==> config.mk <==
export PLATFORM = sky130hd
export DESIGN_NAME = fp34_to_ieee_stream
export DESIGN_NICKNAME = d
export VERILOG_FILES = /design/src/rtl/fp_act_pkg.sv /design/src/rtl/fp34_to_ieee_conv.sv /design/src/rtl/fp34_to_ieee_stream.sv
export SDC_FILE = /design/constraint.sdc
export NUM_CORES = 1
export LEC_CHECK = 0
export ABC_CLOCK_PERIOD_IN_PS = 5500
export CORE_MARGIN = 8
export CORE_UTILIZATION = 25
export DETAILED_ROUTE_END_ITERATION = 16
export GPL_ROUTABILITY_DRIVEN = 1
export HOLD_SLACK_MARGIN = 0.03
export PLACE_DENSITY_LB_ADDON = 0.05
export SYNTH_ARGS = -nofsm -noshare
export SYNTH_HDL_FRONTEND = slang
export SYNTH_HIERARCHICAL = 1
export SYNTH_SLANG_ARGS = --single-unit
==> constraint.sdc <==
create_clock -name clk -period 5.5 [get_ports clk]
set_clock_uncertainty 0.05 [all_clocks]
set_input_delay 1.1 -clock clk [delete_from_list [all_inputs] [get_ports clk]]
set_output_delay 1.1 -clock clk [all_outputs]
set_load 0.02 [all_outputs]
==> src/rtl/fp_act_pkg.sv <==
// Shared definitions for the fp32 activation path: 34-bit internal float layout,
// exception codes and the IEEE binary32 word layout.
package fp_act_pkg;

  localparam int unsigned FP34_W   = 34;
  localparam int unsigned IEEE32_W = 32;
  localparam int unsigned EXP_W    = 8;
  localparam int unsigned MANT_W   = 23;

  // Field slices of the 34-bit internal format
  localparam int unsigned EXN_MSB  = 33;
  localparam int unsigned EXN_LSB  = 32;
  localparam int unsigned SIGN_BIT = 31;
  localparam int unsigned EXP_MSB  = 30;
  localparam int unsigned EXP_LSB  = 23;
  localparam int unsigned MANT_MSB = 22;

  localparam logic [1:0] EXN_ZERO = 2'b00;
  localparam logic [1:0] EXN_NORM = 2'b01;
  localparam logic [1:0] EXN_INF  = 2'b10;
  localparam logic [1:0] EXN_NAN  = 2'b11;

  localparam logic [EXP_W-1:0]    EXP_MAX = 8'hFF;
  localparam logic [EXP_W-1:0]    EXP_MIN = 8'h00;
  localparam logic [IEEE32_W-1:0] QNAN32  = 32'h7FC0_0000;

  typedef struct packed {
    logic              sign;
    logic [EXP_W-1:0]  exp;
    logic [MANT_W-1:0] mant;
  } ieee32_t;

  function automatic ieee32_t pack32(input logic sign, input logic [EXP_W-1:0] exp,
                                     input logic [MANT_W-1:0] mant);
    ieee32_t w;
    w.sign = sign;
    w.exp  = exp;
    w.mant = mant;
    return w;
  endfunction

endpackage

==> src/rtl/fp34_to_ieee_conv.sv <==
// Combinational conversion of one 34-bit internal float to IEEE binary32,
// flagging NaN, overflow and underflow events.
module fp34_to_ieee_conv
  import fp_act_pkg::*;
#(
  parameter bit CANON_NAN = 1'b1
) (
  input  logic [FP34_W-1:0]   fp_i,
  output logic [IEEE32_W-1:0] word_o,
  output logic                nan_o,
  output logic                ovf_o,
  output logic                unf_o
);

  logic [1:0]        exn;
  logic              sign;
  logic [EXP_W-1:0]  exp;
  logic [MANT_W-1:0] mant;
  ieee32_t           word;

  assign exn  = fp_i[EXN_MSB:EXN_LSB];
  assign sign = fp_i[SIGN_BIT];
  assign exp  = fp_i[EXP_MSB:EXP_LSB];
  assign mant = fp_i[MANT_MSB:0];

  always_comb begin
    word  = pack32(sign, EXP_MIN, '0);
    nan_o = 1'b0;
    ovf_o = 1'b0;
    unf_o = 1'b0;
    case (exn)
      EXN_ZERO: word = pack32(sign, EXP_MIN, '0);
      EXN_NORM: begin
        if (exp == EXP_MIN) begin
          // Subnormal range is not representable downstream: flush to signed zero
          word  = pack32(sign, EXP_MIN, '0);
          unf_o = 1'b1;
        end else if (exp == EXP_MAX) begin
          word  = pack32(sign, EXP_MAX, '0);
          ovf_o = 1'b1;
        end else begin
          word = pack32(sign, exp, mant);
        end
      end
      EXN_INF: word = pack32(sign, EXP_MAX, '0);
      default: begin
        nan_o = 1'b1;
        if (CANON_NAN) word = ieee32_t'(QNAN32);
        else           word = pack32(sign, EXP_MAX, {1'b1, mant[MANT_W-2:0]});
      end
    endcase
  end

  assign word_o = word;

endmodule

==> src/rtl/fp34_to_ieee_stream.sv <==
// Two-stage valid/ready converter from 34-bit internal floats to IEEE binary32,
// with saturating NaN/overflow/underflow event counters.
module fp34_to_ieee_stream
  import fp_act_pkg::*;
#(
  parameter int unsigned CNT_W     = 16,
  parameter bit          CANON_NAN = 1'b1
) (
  input  logic                clk,
  input  logic                rst,
  input  logic                in_valid,
  output logic                in_ready,
  input  logic [FP34_W-1:0]   in_data,
  output logic                out_valid,
  input  logic                out_ready,
  output logic [IEEE32_W-1:0] out_data,
  input  logic                clr_counts,
  output logic [CNT_W-1:0]    nan_count,
  output logic [CNT_W-1:0]    ovf_count,
  output logic [CNT_W-1:0]    unf_count
);

  logic                s1_valid_q, s1_valid_d;
  logic [FP34_W-1:0]   s1_data_q, s1_data_d;
  logic                out_valid_q, out_valid_d;
  logic [IEEE32_W-1:0] out_data_q, out_data_d;
  logic [CNT_W-1:0]    nan_cnt_q, nan_cnt_d;
  logic [CNT_W-1:0]    ovf_cnt_q, ovf_cnt_d;
  logic [CNT_W-1:0]    unf_cnt_q, unf_cnt_d;

  logic                adv1, adv2, in_fire;
  logic [IEEE32_W-1:0] conv_word;
  logic                conv_nan, conv_ovf, conv_unf;

  fp34_to_ieee_conv #(
    .CANON_NAN(CANON_NAN)
  ) u_conv (
    .fp_i  (s1_data_q),
    .word_o(conv_word),
    .nan_o (conv_nan),
    .ovf_o (conv_ovf),
    .unf_o (conv_unf)
  );

  function automatic logic [CNT_W-1:0] cnt_next(input logic [CNT_W-1:0] q, input logic inc,
                                                input logic clr);
    logic [CNT_W-1:0] n;
    n = q;
    if (clr)                      n = '0;
    else if (inc && (q != '1))    n = q + CNT_W'(1);
    return n;
  endfunction

  // Handshake: S2 frees up when empty or drained, S1 when it can move into S2
  always_comb begin
    adv2     = !out_valid_q || out_ready;
    adv1     = s1_valid_q && adv2;
    in_ready = !s1_valid_q || adv2;
    in_fire  = in_valid && in_ready;
  end

  always_comb begin
    s1_valid_d  = s1_valid_q;
    s1_data_d   = s1_data_q;
    out_valid_d = out_valid_q;
    out_data_d  = out_data_q;

    if (in_fire) begin
      s1_valid_d = 1'b1;
      s1_data_d  = in_data;
    end else if (adv1) begin
      s1_valid_d = 1'b0;
    end

    if (adv2) begin
      out_valid_d = s1_valid_q;
      if (adv1) out_data_d = conv_word;
    end

    nan_cnt_d = cnt_next(nan_cnt_q, adv1 && conv_nan, clr_counts);
    ovf_cnt_d = cnt_next(ovf_cnt_q, adv1 && conv_ovf, clr_counts);
    unf_cnt_d = cnt_next(unf_cnt_q, adv1 && conv_unf, clr_counts);
  end

  always_ff @(posedge clk or posedge rst) begin
    if (rst) begin
      s1_valid_q  <= 1'b0;
      s1_data_q   <= '0;
      out_valid_q <= 1'b0;
      out_data_q  <= '0;
      nan_cnt_q   <= '0;
      ovf_cnt_q   <= '0;
      unf_cnt_q   <= '0;
    end else begin
      s1_valid_q  <= s1_valid_d;
      s1_data_q   <= s1_data_d;
      out_valid_q <= out_valid_d;
      out_data_q  <= out_data_d;
      nan_cnt_q   <= nan_cnt_d;
      ovf_cnt_q   <= ovf_cnt_d;
      unf_cnt_q   <= unf_cnt_d;
    end
  end

  assign out_valid = out_valid_q;
  assign out_data  = out_data_q;
  assign nan_count = nan_cnt_q;
  assign ovf_count = ovf_cnt_q;
  assign unf_count = unf_cnt_q;

endmodule

==> results.sh <==
export IMPL_result_of_the_run="finished, final reports clean"
export IMPL_number_of_global_route_vias_before_repair=4767
export IMPL_critical_path_slowest_cell="sky130_fd_sc_hd__clkdlybuf4s50_1"
export IMPL_post_cts_setup_driven_buffer_insertion_count=0
export IMPL_gp_congestion=0.738
export IMPL_port_buffers=120
export IMPL_post_route_wl_mm=16.9
export IMPL_timing_critical_path_arrival_ns=2.60
export IMPL_startpoint_type="input port"
export IMPL_final_fill_count=2377
export IMPL_maximum_number_of_pins_on_one_net_before_global_route_repair=65
export IMPL_irDropWorstVdd_mv=0.163
export IMPL_first_pass_grt_wire_length_mm=27.4
export IMPL_fp_dieH_microns=169
export IMPL_tritoncts="done"
export IMPL_seq_total_area_yosys=0.493
export IMPL_multi_input_comb_area_sq_um=2790
export IMPL_cts_reportedPaths_clkPinSlew_ns=0.06
export IMPL_critical_path_max_fanout=3
export IMPL_post_route_ant_nets=0
export IMPL_required_ns=4.35
export IMPL_power_leakage_nw=3.16
export IMPL_die_area_sq_um=28700
export IMPL_clock_insertion_delay_worst_skew_ns=0.42
export IMPL_grtUsageTotal=0.122
export IMPL_initial_antenna_violation_count=2
export IMPL_yosysWarnings=6
export IMPL_power_combinational_fraction=0.159
export IMPL_post_synth_inst_count=509
export IMPL_synth_cell_type_count=52
export IMPL_synth_most_common_cell="sky130_fd_sc_hd__dfrtp_1"
export IMPL_vias_per_cell=4.72
export IMPL_critical_path_class="in -> out"
export IMPL_detailedRoute_firstPassIterationCount=5
export IMPL_min_period_over_period=0.681
export IMPL_power_total_mw=2.56
export IMPL_boundaryPins=121
export IMPL_max_slew_margin_rel=0.387
export IMPL_cts_hold_buffers=0
export IMPL_globalRoute_totalOverflow=0
export IMPL_detailroute_via_count=4508
export IMPL_critical_path_top_cell_by_count="sky130_fd_sc_hd__clkdlybuf4s50_1"
export IMPL_slew_viol_final=0
export IMPL_synth_flop_cell="sky130_fd_sc_hd__dfrtp_1"
export IMPL_synth_largest_area_cell="sky130_fd_sc_hd__dfrtp_1"
export IMPL_reported_max_cap_violation_count=0
export IMPL_drc=0
export IMPL_core_rowCount=56
export IMPL_cts_repair_resized=0
export IMPL_synth_edff_count=0
export IMPL_timing_hold_worst_class="reg -> reg"
export IMPL_max_buffers_root_to_sink=2
export IMPL_crit_path_max_incr_delay_ns=0.58
export IMPL_die_width_microns=169
export IMPL_avgRoutedWirePerCell_microns=17.6
export IMPL_cp_cell_sequence="clkdlybuf4s50_1 > nor2b_1 > nand2_1 > clkdlybuf4s50_1"
export IMPL_netSwitchingFraction=0.277
export IMPL_numClockSinks=116
export IMPL_crit_family="buffers and inverters"
export IMPL_post_synth_most_frequent_cells="116 x sky130_fd_sc_hd__dfrtp_1, 87 x sky130_fd_sc_hd__mux2_2, 27 x sky130_fd_sc_hd__nand2_1, 26 x sky130_fd_sc_hd__nor2_1, 21 x sky130_fd_sc_hd__nor2b_1"
export IMPL_grt_setup_unrepaired="false"
export IMPL_end_kind="primary output"
export IMPL_final_seq_area_sq_um=2900
export IMPL_cts_root_buf="sky130_fd_sc_hd__clkbuf_16"
export IMPL_flop_and_latch_count_out_of_synthesis=116
export IMPL_nets_finish=666
export IMPL_diodes=0
export IMPL_power_clock_fraction=0.450
export IMPL_pwr_share_seq=0.391
export IMPL_mappedNetlistArea_sq_um=5890
export IMPL_final_hold_viol_count=0
export IMPL_detailedPlace_worstSlack_ns=1.77
export IMPL_number_of_buffers_added_by_the_clock_tree_synthesis_step=17
export IMPL_postSynthAreaPerCell_sq_um=11.6
export IMPL_netSwitchingPower_mw=0.709
export IMPL_setup_viol=0
export IMPL_layout_setup_ws_ns=1.75
export IMPL_hpwl_mm=11.2
export IMPL_final_critical_path_time_including_i_o_delays_and_setup_ns=3.75
export IMPL_cell_pwr_density_nw_per_um2=321
export IMPL_htreeDepth=4
export IMPL_core_area_sq_um=23300
export IMPL_yosys_top_cells_area="sky130_fd_sc_hd__dfrtp_1 49%, sky130_fd_sc_hd__mux2_2 17%, sky130_fd_sc_hd__nor3b_2 4.0%, sky130_fd_sc_hd__nor2b_1 2.2%, sky130_fd_sc_hd__nand4_1 1.8%"
export IMPL_area_growth_syn_to_layout_pct=35.4
export IMPL_detailedRoute_firstIterationViolations=300
export IMPL_syn_num_nets=551
export IMPL_critical_path_buf_inv_count=2
export IMPL_setup_total_negative_slack_ns=0
export IMPL_start_util=0.253
export IMPL_power_internal_mw=1.85
export IMPL_drive_above_1_share=0.253
export IMPL_achievable_frequency_ghz=0.267
export IMPL_netlist_area_leader_share=0.493
export IMPL_synth_async_reset_ratio=1.00
export IMPL_worst_slew_pin_slew_ns=0.913
[placed cells by master (no fill, tap or decap), types with 18 or more instances in the layout]
| cell | synthesis | layout |
|---|---|---|
| sky130_fd_sc_hd__nor2_1 | 26 | 25 |
| sky130_fd_sc_hd__dfrtp_1 | 116 | 116 |
| sky130_fd_sc_hd__nand2_1 | 27 | 27 |
| sky130_fd_sc_hd__nor3b_2 | 19 | 19 |
| sky130_fd_sc_hd__nor2b_1 | 21 | 21 |
| sky130_fd_sc_hd__a21oi_1 | 18 | 18 |
| sky130_fd_sc_hd__mux2_2 | 87 | 87 |
| sky130_fd_sc_hd__clkdlybuf4s50_1 | 0 | 119 |
[area by class of cell]
type / instances / share of cell area
clock buffer: 18 / 0.0551
clock inverter: 14 / 0.0207
inverter: 9 / 0.00455
multi-input combinational: 354 / 0.350
sequential: 116 / 0.364
tap: 319 / 0.0501
timing repair buffer: 126 / 0.156
[path summary, 6_finish.rpt]
path                          startpoint           end  slack (ns)  depth (start not counted)
hold / removal              s1_data_q[0]  s1_data_q[0]        0.45                          1
max in group asynchronous            rst  ovf_count[7]        3.38                          3
setup / recovery               out_ready      in_ready        1.75                          4
setup reg to reg           s1_data_q[23]  unf_count[3]        2.48                          6
min in group asynchronous            rst   out_data[5]        1.05                          2
hold reg to reg             s1_data_q[0]  s1_data_q[0]        0.45                          1
[stage by stage]
step | cell area [sq um] | utilization | std cells | hold WS (ns)
3_3_place_gp | 7370 | 0.317 | 924 | 0.428
5_1_grt | 7970 | 0.343 | 956 | 0.465
2_1_floorplan | 5890 | - | 509 | 0.419
3_5_place_dp | 7370 | 0.317 | 924 | 0.437
6_report | 7970 | 0.343 | 956 | 0.445
4_1_cts | 7970 | 0.343 | 956 | 0.451
[power by group through the flow]
stage | clock (mW) | combinational (mW) | sequential, mW
floorplan | 0 | 0.188 | 1.06
global placement | 0 | 0.415 | 1.01
detailed placement | 0 | 0.418 | 1.02
CTS | 1.19 | 0.419 | 1.00
global route | 1.22 | 0.443 | 1.01
finish | 1.15 | 0.407 | 1.00
[sequential cells by signal, summed over array words and instances, names as in the netlist]
| register | cells |
|---|---|
| s1_valid_q | 1 |
| out_valid | 1 |
| out_data | 32 |
| nan_count | 16 |
| s1_data_q | 34 |
| ovf_count | 16 |
| unf_count | 16 |
[metal layers]
| metal | GRT usage | share of wire |
|---|---|---|
| met1 | 0.147 | 0.44 |
| met2 | 0.196 | 0.47 |
| met3 | 0.0484 | 0.078 |
| met4 | 0.0389 | 0.013 |
| met5 | 0 | 0.0016 |
[logic make-up after synthesis]
family	after synthesis	synth area share
buffers and inverters	39	0.0338
adders and majority gates	3	0.00638
AOI/OAI and AO/OA	62	0.0723
muxes	90	0.172
and+or+nand+nor	199	0.223
DFF	116	0.493
Power figures use the tool's default switching activity.
==> variant 1: new RTL, same flow settings <==
Register the output `ovf_count` once more, with the module's reset; this adds one clock of latency there. The other outputs are not delayed to match.
--- a/src/rtl/fp34_to_ieee_stream.sv
+++ b/src/rtl/fp34_to_ieee_stream.sv
@@ -105,7 +105,13 @@
   assign out_valid = out_valid_q;
   assign out_data  = out_data_q;
   assign nan_count = nan_cnt_q;
-  assign ovf_count = ovf_cnt_q;
+  always_ff @(posedge clk or posedge rst) begin
+    if (rst) begin
+      ovf_count <= '0;
+    end else begin
+      ovf_count <= ovf_cnt_q;
+    end
+  end
   assign unf_count = unf_cnt_q;
 
 endmodule
Check against the original RTL: not equivalent (Yosys sat finds a counterexample within 4 cycles, from zero or initial values and one cycle with rst high).
==> variant 1 against the unedited design <==
Synthesized area rose by 7.3%. Setup slack better by 200 ps. Design area rose by 5.1%. Sequential cell count is 16 higher. Largest power group is now registers. Synthesized cell count increased by 5.1%. Register-to-register slack improved by 230 ps. Total power increased by 2.8%. Routed wire length rose by 3.9%.
==> variant 1: results (changes against the unedited design) <==
metric,value,unit,change
first_iter_violations,247,,-18%
irDropWorstVdd,151.4,uV,-7.0%
fill_cells,2497,,+5.0%
fin_util,0.3356,,-0.007069
timing.rr.start,s1_data_q[32],,
place_area,7812,um2,+6.0%
routed_wirelength,17520,um,+3.9%
drive_gt1_frac,0.2221,,-0.03069
dp_hpwl,12040,um,+7.1%
hp-start,ovf_cnt_q[11],,
synth_common_cells,"132 x dfrtp_1, 82 x mux2_2, 28 x a21oi_1",,
synthAdderAreaFrac,0.005944,,-0.0004321
antenna_found_initial,1,,-1
syn_inst,535,,+5.1%
run_status,completed,,
rrSetupSlack,2710,ps,+230 ps
relSlewSlack,0.2783,,-0.1082
ys_seq_area_frac,0.5231,,+0.02999
placed_cells,961,,+4.0%
post_drt_wl_per_cell,17.67,um,about the same
post-place-ws,1937,ps,+169.0 ps
synth_area_leaders,"dfrtp_1 52%, mux2_2 15%, nor3b_2 3.8%",,
grt_use_total,0.1173,,-0.004488
synth_compound_area_frac,0.08738,,+0.01512
crit_arrival,2390,ps,-210 ps
critPathMaxStageDelay,560,ps,-20 ps
## variant 1: cell count changes in the layout (fill, tap and decap cells not counted), moves of 5 or more
| cell | unedited run | this run |
|---|---|---|
| mux2_2 | 87 | 82 |
| o31ai_1 | 9 | 18 |
| nor2_1 | 25 | 20 |
| inv_6 | 7 | 1 |
| and2_1 | 3 | 8 |
| a21oi_1 | 18 | 28 |
| or4_1 | 10 | 18 |
| nor2b_1 | 21 | 16 |
| nor4_1 | 17 | 9 |
| dfrtp_1 | 116 | 132 |
## variant 1: cell type report
class / instances / share of cell area
clock inverters: 13 / 0.01628
flip-flops and latches: 132 / 0.3943
repair buffers: 125 / 0.1487
well taps: 330 / 0.04928
clock buffers: 18 / 0.05122
inverters: 9 / 0.004331
multi-input cells: 365 / 0.3359
## variant 1: layer usage
metal | vias to the layer above | wire length (um) | track usage
met5 | - | 9 | 0
met4 | 2 | 226 | 0.03780
met3 | 21 | 868 | 0.03389
met2 | 111 | 8666 | 0.1965
met1 | 2405 | 7753 | 0.1427
li1 | 2235 | - | -
==> variant 2: new RTL, same flow settings <==
Without the edit above. `CNT_W`: 16 -> 14.
--- a/src/rtl/fp34_to_ieee_stream.sv
+++ b/src/rtl/fp34_to_ieee_stream.sv
@@ -3,7 +3,7 @@
 module fp34_to_ieee_stream
   import fp_act_pkg::*;
 #(
-  parameter int unsigned CNT_W     = 16,
+  parameter int unsigned CNT_W     = 14,
   parameter bit          CANON_NAN = 1'b1
 ) (
   input  logic                clk,
Ports: changed (resized nan_count, ovf_count and unf_count); port bits go from 121 to 115. The function was not compared with the original's and may differ.
==> variant 2 against the unedited design <==
Design area fell by 11%. Sequential cell count fell by 6. Clock power fell by 40%. Final cell count decreased by 11%. Setup slack improved by 24 ps. Synthesized area down 7.8%. Total power fell by 20%. Routed wire length is 8.7% lower. Critical path type unchanged. Largest power group is now registers.
==> variant 2: results (changes against the unedited design) <==
metric,value,unit,change
synth_common_cells,"110 x dfrtp_1, 74 x mux2_2, 27 x a21oi_1",,
regMostFlops,s1_data_q,,
dp_hpwl,10540,um,-6.3%
grt_pass1_vias,4324,,-9.3%
worst_pin_slew,1042,ps,+128.8 ps
run_status,completed,,
ys_seq_area_frac,0.5073,,+0.01417
antenna_found_initial,1,,-1
clk_pin_slew_worst_paths,80,ps,+20 ps
post_cts_buffers,0,,unchanged
synthFlopType,dfrtp_1,,
largest_reg_flops,34,,unchanged
synth_area_leaders,"dfrtp_1 51%, mux2_2 15%, nor3b_2 4.4%",,
place_congestion,0.7052,,-4.5%
htree_levels,3,,-1
grt_pass1_wl,24660,um,-10%
critPathSlowestCell,clkdlybuf4s50_1,,
cts_max_path_buffers,2,,unchanged
p_leak,0.002729,uW,-14%
irDropWorstVdd,132.3,uV,-19%
clockRootBuffer,clkbuf_16,,
first_iter_violations,151,,-50%
numCtsBuffers,9,,-8
clk_latency,360,ps,-60 ps
worstPathMaxFanout,4,,+1
post_drt_wl_per_cell,18.04,um,+2.2%
drive_gt1_frac,0.2334,,-0.01930
critPathMaxStageDelay,620,ps,+40 ps
hold_path.class,flip-flop to flip-flop,,
synthArstFlopShare,1.000,,unchanged
dr.pass1.iters,4,,-1
place_area,6825,um2,-7.4%
cts_resized,0,,unchanged
port_buffers,114,,-5.0%
grt_max_degree,59,,-9.2%
synth.distinct_cells,47,,-9.6%
antenna_cells,0,,unchanged
critPathTopFamily,buffers and inverters,,
layout.nets,611,,-8.3%
crit_arrival,2570,ps,-30 ps
dr_total_vias,4089,,-9.3%
ys_warn_count,6,,unchanged
synth_nets,505,,-8.3%
grt_use_total,0.1181,,-0.003667
-- variant 2: cell types whose count changed after synthesis, sizes merged, moves of 6 or more --
cell | before | now
o31ai | 9 | 17
nor2b | 21 | 9
dfrtp | 116 | 110
mux2 | 87 | 74
nor4 | 20 | 13
and4 | 9 | 3
nor2 | 26 | 14
clkbuf | 16 | 10
a21oi | 18 | 27
nand4 | 18 | 11
-- variant 2: final cells by class --
cell class	instances	area, um2
clock buffer	9	225.2
sequential	110	2753
clock inverter	7	83.83
multi-input combinational	319	2496
tap	280	350.3
fill	2175	14420
timing repair buffer	121	1194
inverter	8	32.53
-- variant 2: per-layer routing --
| metal | GRT usage | wire length [um] |
|---|---|---|
| met1 | 0.1467 | 6984 |
| met2 | 0.1929 | 7337 |
| met3 | 0.04183 | 918 |
| met4 | 0.02711 | 156 |
| met5 | 0 | 10 |
-- variant 2: cells by family after synthesis --
group	Yosys count	share of synthesized area
AND/OR/NAND/NOR	165	0.2054
flip-flops	110	0.5073
multiplexers	76	0.1573
AO/OA/AOI/OAI	75	0.08993
buffers and inverters	34	0.03320
adder cells (fa/ha/maj)	3	0.006918
-- variant 2: worst register-to-register path: stages, from the launching register on --
cell     delay [ps]
dfrtp_1         570
inv_2            80
a211o_4         450
nor3_2          290
nand2_1          80
or3_1           530
nor4_1          360
mux2_2          380
-- variant 2: final timing paths --
check,startpoint,to,slack (ps),cells past startpoint
setup / recovery,out_ready,in_ready,1780,4
hold / removal,s1_data_q[1],s1_data_q[1],460,1
setup reg to reg,s1_data_q[32],ovf_count[11],2600,7
hold reg to reg,s1_data_q[1],s1_data_q[1],460,1
max in group asynchronous,rst,s1_data_q[20],3290,3
min in group asynchronous,rst,s1_data_q[4],1180,2
-- variant 2: metrics by stage --
step           utilization  instances  hold slack (ps)  setup slack (ps)  power (uW)
2_1_floorplan            -        463            418.7              1448        1195
3_3_place_gp        0.3167        838            427.4              1796        1376
3_5_place_dp        0.3167        838            433.2              1766        1382
4_1_cts             0.3310        854            456.7              1759        2096
5_1_grt             0.3310        854            470.8              1665        2165
6_report            0.3310        854            455.4              1778        2047
-- variant 2: power by group --
| group | leakage (uW) | switching, uW | internal, uW |
|---|---|---|---|
| logic | 0.00116 | 186 | 214 |
| registers | 0.00141 | 62.0 | 894 |
| clock network | 0.000152 | 361 | 330 |
